==> src/rtl/rr_mux_n.sv <==
// rtl/rr_mux_n.sv - round-robin N-channel registered mux; optional RR_MUX_FIXED_PRIO_EN adds fixed_prio
module rr_mux_n #(
    parameter int WIDTH    = 16,
    parameter int CHANNELS = 4
) (
    input  logic                          clk,
    input  logic                          reset,
`ifdef RR_MUX_FIXED_PRIO_EN
    input  logic                          fixed_prio,
`endif
    input  logic [CHANNELS*WIDTH-1:0]     in_data,
    input  logic [CHANNELS-1:0]           in_valid,
    output logic [CHANNELS-1:0]           in_ready,
    output logic [WIDTH-1:0]              out_data,
    output logic                          out_valid,
    input  logic                          out_ready,
    output logic [$clog2(CHANNELS)-1:0]   out_sel
);

    localparam int SEL_W = $clog2(CHANNELS);

    typedef enum logic {
        EMPTY = 1'b0,
        FULL  = 1'b1
    } state_t;

    state_t             state_q;
    state_t             state_d;
    logic [SEL_W-1:0]   ptr_q;
    logic [SEL_W-1:0]   grant_idx;
    logic               load;
    logic               ptr_en;
    logic [WIDTH-1:0]   chan [CHANNELS];

    for (genvar c = 0; c < CHANNELS; c++) begin : g_unpack
        assign chan[c] = in_data[c*WIDTH +: WIDTH];
    end

    assign out_valid = (state_q == FULL);

    // A word is taken whenever someone is valid and the output slot is free or draining;
    // reset suppresses acceptance so no producer sees a handshake while reset is high.
    assign load = (|in_valid) && (!out_valid || out_ready) && !reset;

    assign in_ready = load ? (CHANNELS'(1) << grant_idx) : '0;

`ifdef RR_MUX_FIXED_PRIO_EN
    assign ptr_en = load && !fixed_prio;
`else
    assign ptr_en = load;
`endif

    // Arbitration: pick the valid channel closest after ptr (ptr itself is searched last).
    always_comb begin
        int best_d;
        int d;
        grant_idx = '0;
        best_d    = CHANNELS;
        d         = 0;
`ifdef RR_MUX_FIXED_PRIO_EN
        if (fixed_prio) begin
            for (int i = CHANNELS - 1; i >= 0; i--) begin
                if (in_valid[i]) begin
                    grant_idx = SEL_W'(i);
                end
            end
        end else
`endif
        begin
            for (int i = 0; i < CHANNELS; i++) begin
                d = i - int'(ptr_q) - 1;
                if (d < 0) begin
                    d = d + CHANNELS;
                end
                if (in_valid[i] && (d < best_d)) begin
                    best_d    = d;
                    grant_idx = SEL_W'(i);
                end
            end
        end
    end

    // Output slot state: EMPTY/FULL next-state logic.
    always_comb begin
        state_d = state_q;
        case (state_q)
            EMPTY:   if (load) state_d = FULL;
            FULL:    if (out_ready && !load) state_d = EMPTY;
            default: state_d = EMPTY;
        endcase
    end

    // State register; reset discards any held word.
    always_ff @(posedge clk) begin
        if (reset) begin
            state_q <= EMPTY;
        end else begin
            state_q <= state_d;
        end
    end

    // Output word, source tag and round-robin pointer capture on load.
    always_ff @(posedge clk) begin
        if (reset) begin
            out_data <= '0;
            out_sel  <= '0;
            ptr_q    <= SEL_W'(CHANNELS - 1);
        end else begin
            if (load) begin
                out_data <= chan[grant_idx];
                out_sel  <= grant_idx;
            end
            if (ptr_en) begin
                ptr_q <= grant_idx;
            end
        end
    end

endmodule

==> config.mk <==
export PLATFORM = sky130hd
export DESIGN_NAME = rr_mux_n
export DESIGN_NICKNAME = d
export VERILOG_FILES = /design/src/rtl/rr_mux_n.sv
export SDC_FILE = /design/constraint.sdc
export NUM_CORES = 1
export LEC_CHECK = 0
export CAP_MARGIN = 20
export CORE_MARGIN = 3
export CORE_UTILIZATION = 39
export CTS_CLUSTER_DIAMETER = 80
export CTS_CLUSTER_SIZE = 12
export DETAILED_ROUTE_END_ITERATION = 10
export PLACE_DENSITY_LB_ADDON = 0.15
export SLEW_MARGIN = 20
export SYNTH_ARGS = -nofsm -noshare
export SYNTH_HDL_FRONTEND = slang
export SYNTH_SLANG_ARGS = --single-unit
export TNS_END_PERCENT = 20
==> constraint.sdc <==
create_clock -name clk -period 7.6 [get_ports clk]
set_input_delay 1.52 -clock clk [delete_from_list [all_inputs] [get_ports clk]]
set_output_delay 1.52 -clock clk [all_outputs]
set_load 0.05 [all_outputs]
==> impl_metrics.py <==
metrics = {
    "final_layout": {
        "antenna_cells": 0,
        "area_growth_pct": 60.37,
        "layout-drive-gt1-share_pct": 13.19,
        "fin_nets": 355,
        "fin_util_pct": 66.80,
    },
    "drt": {
        "drt_pass1_iterations": 4,
        "drt-initial-drc-count": 86,
        "drcViolationCount": 0,
        "num_vias": 1734,
        "wl_per_cell_um": 15.06,
        "wirelength_um": 4864,
        "ant_nets": 0,
        "vias_per_cell": 5.368,
    },
    "yosys": {
        "ys_top_cells_by_count": "mux2i_1 (29), dfxtp_1 (21), a21oi_1 (15), inv_1 (11)",
        "synth_top_area_share_pct": 24.53,
        "synth_cell_type_count": 44,
        "netlist_area_mm2": 0.001714,
        "yosysTopAreaCell": "dfxtp_1",
        "ys.flop_type": "dfxtp_1",
        "synth_area_leaders": "dfxtp_1 (25%), mux2i_1 (17%), a221oi_2 (8.8%), ha_1 (7.3%), a21oi_1 (4.4%)",
        "synth.yosys.seq_area_share_pct": 24.53,
        "ys_warn_count": 0,
        "avgSynthCellArea_um2": 9.523,
        "synth.most_common_cell": "mux2i_1",
        "synth_edf_count": 0,
        "synth_seq_cells": 21,
        "synthArstFlopShare_pct": 0,
        "netlist_instances": 180,
    },
    "timing": {
        "worst_pin_slew_ns": 0.5462,
        "slew_viol_final": 0,
        "finalSetupViolations": 0,
        "maxSlewHeadroom_pct": 63.25,
        "layout_min_cycle_time_ns": 7.179,
        "finalClockSkew_ns": 0.002980,
        "hold_viol_final": 0,
        "fmax_ghz": 0.1393,
        "setup_slack_ns": 0.4215,
        "rsz0062_at_grt": "false",
        "fin_crit_sh_pct": 94.45,
        "timing.hold.ws_ns": 0.4489,
        "fin_tns_setup_ns": 0,
    },
    "setup_path": {
        "worst-setup-path-type": "input pin to output pin",
        "arrival_ns": 5.66,
        "critPathTopFamily": "compound AO/OA/AOI/OAI gates",
        "cpPeakStageDelay_ns": 0.64,
        "start_kind": "input pin",
        "cp_cell_sequence": "clkdlybuf4s50_1 -> a21oi_2 -> inv_1 -> nand2_1 -> ha_1 -> a21boi_1 -> a311oi_2 -> o31ai_4 -> mux2_2 -> ha_1 -> inv_1 -> a2111oi_0 -> o211ai_1 -> a31oi_1 -> o21a_1 -> and2_1 -> nor2b_1 -> buf_12",
        "end_kind": "output pin",
        "required_ns": 6.08,
        "critPathSlowestCell": "clkdlybuf4s50_1",
        "path_buf_inv": 4,
        "worstPathMaxFanout": 8,
    },
    "grt": {
        "grt_max_degree": 28,
        "grt_overflow": 0,
        "grt_usage_pct": 18.43,
        "grt_pass1_wl_um": 7693,
        "grt_pass1_vias": 1641,
        "antenna_found_initial": 0,
    },
    "clocking": {
        "path_clk_slew_ns": 0.08,
        "worstSkewPairLatency_ns": 0.26,
        "numCtsBuffers": 3,
        "clockBufferDepth": 2,
        "cts_root_buf": "clkbuf_8",
        "cts_tree": "done",
        "htree_levels": 1,
        "clock_sinks": 21,
    },
    "floorplan": {
        "die_x_um": 72.30,
        "coreArea_mm2": 0.004115,
        "dieArea_mm2": 0.005227,
        "io_pins": 94,
        "rows": 23,
        "dieHeight_um": 72.30,
        "start_util_pct": 41.65,
    },
    "power_and_ir_drop": {
        "ir_worst_vdd_v": 0.0004753,
        "cellLeakagePower_nw": 1.154,
        "finalPower_mw": 1.515,
        "power_density_mw_per_mm2": 551.3,
    },
    "placement": {
        "gp_congestion": 0.9056,
        "place_ws_ns": 0.1067,
        "dp_hpwl_um": 3931,
        "portBuffers": 93,
    },
    "outcome": {
        "outcome": "completed",
    },
    "flow_run": {
        "maxCapViolations": 0,
    },
    "min_path": {
        "worst_hold_path_type": "register to register",
    },
}
state kept, by name, indices dropped and copies added (netlist names):
signal / cells
out_data: 16
out_sel: 2
ptr_q: 2
out_valid: 1
where the power goes:
part,switching [mW],total (mW),internal (mW)
clock,0.0380,0.0745,0.0365
sequential,0.0290,0.192,0.163
combinational,0.722,1.25,0.527
total,0.789,1.52,0.727
final timing paths:
kind | start | endpoint | slack [ns] | cells past startpoint
setup / recovery | in_valid[0] | in_ready[0] | 0.42 | 18
hold / removal | out_sel[1] | out_sel[1] | 0.45 | 2
setup reg to reg | ptr_q[0] | out_data[13] | 2.47 | 20
hold reg to reg | out_sel[1] | out_sel[1] | 0.45 | 2
per-layer routing:
layer / global-route usage, % / share of wire (%) / vias to the layer above / wire (um)
met5: 0 / 0 / - / 0
met4: 4.175 / 1.0 / 0 / 49
li1: - / - / 871 / -
met3: 5.679 / 8.5 / 4 / 414
met1: 23.24 / 42 / 796 / 2027
met2: 30.74 / 49 / 63 / 2373
final cells by class:
class / count / area, um2
multi-input combinational: 138 / 1187
timing repair buffer: 99 / 991.0
clock inverter: 1 / 5.005
fill: 350 / 1366
inverter: 11 / 41.29
tap: 50 / 62.56
clock buffer: 3 / 41.29
sequential: 21 / 420.4
cell families (layout without fill, tap and decap cells):
logic type      count (synthesis)  count (layout)  synth area share (%)
flops                          21              21                 24.53
other cells                     1               2                0.2188
fa+ha+maj                      10              10                 7.299
buf+inv                        22             114                 7.445
xor+xnor                        3               3                 1.971
simple gates                   35              35                 11.17
compound gates                 55              55                 27.81
mux                            33              33                 19.56
repair_timing:
action | in CTS | in global routing
setup buffers | 0 | 1
endpoints found under the setup margin | 0 | 4
hold buffers | 0 | 0
resized for setup | 0 | 2
through the flow:
step | cells | cell area, um2
2_1_floorplan | 181 | 1718
3_3_place_gp | 318 | 2683
3_5_place_dp | 318 | 2683
4_1_cts | 322 | 2729
5_1_grt | 323 | 2749
6_report | 323 | 2749
cell usage in the layout, fill, tap and decap left out, types with 2 or more instances in the layout:
| master | Yosys | routed |
|---|---|---|
| nor3b_1 | 3 | 3 |
| buf_4 | 0 | 8 |
| nand2_1 | 10 | 10 |
| a221oi_1 | 4 | 4 |
| o21ai_1 | 3 | 3 |
| mux2i_1 | 29 | 29 |
| nor2_1 | 5 | 5 |
| clkbuf_8 | 0 | 3 |
| mux2_2 | 4 | 4 |
| a21oi_1 | 15 | 14 |
| conb_1 | 1 | 2 |
| ha_1 | 10 | 10 |
| buf_12 | 2 | 2 |
| inv_1 | 11 | 11 |
| a31oi_1 | 4 | 4 |
| o211ai_1 | 3 | 3 |
| dfxtp_1 | 21 | 21 |
| clkdlybuf4s50_1 | 0 | 89 |
| a221oi_2 | 10 | 10 |
| nor2b_1 | 8 | 8 |
| o21ai_0 | 4 | 4 |
worst min-delay path, delay by kind of cell, from the launching register on:
kind             cells  cell delay, ns
and+or+nand+nor      2            0.09
DFF                  1            0.31
Note: power is estimated with default switching activity, not from simulation.
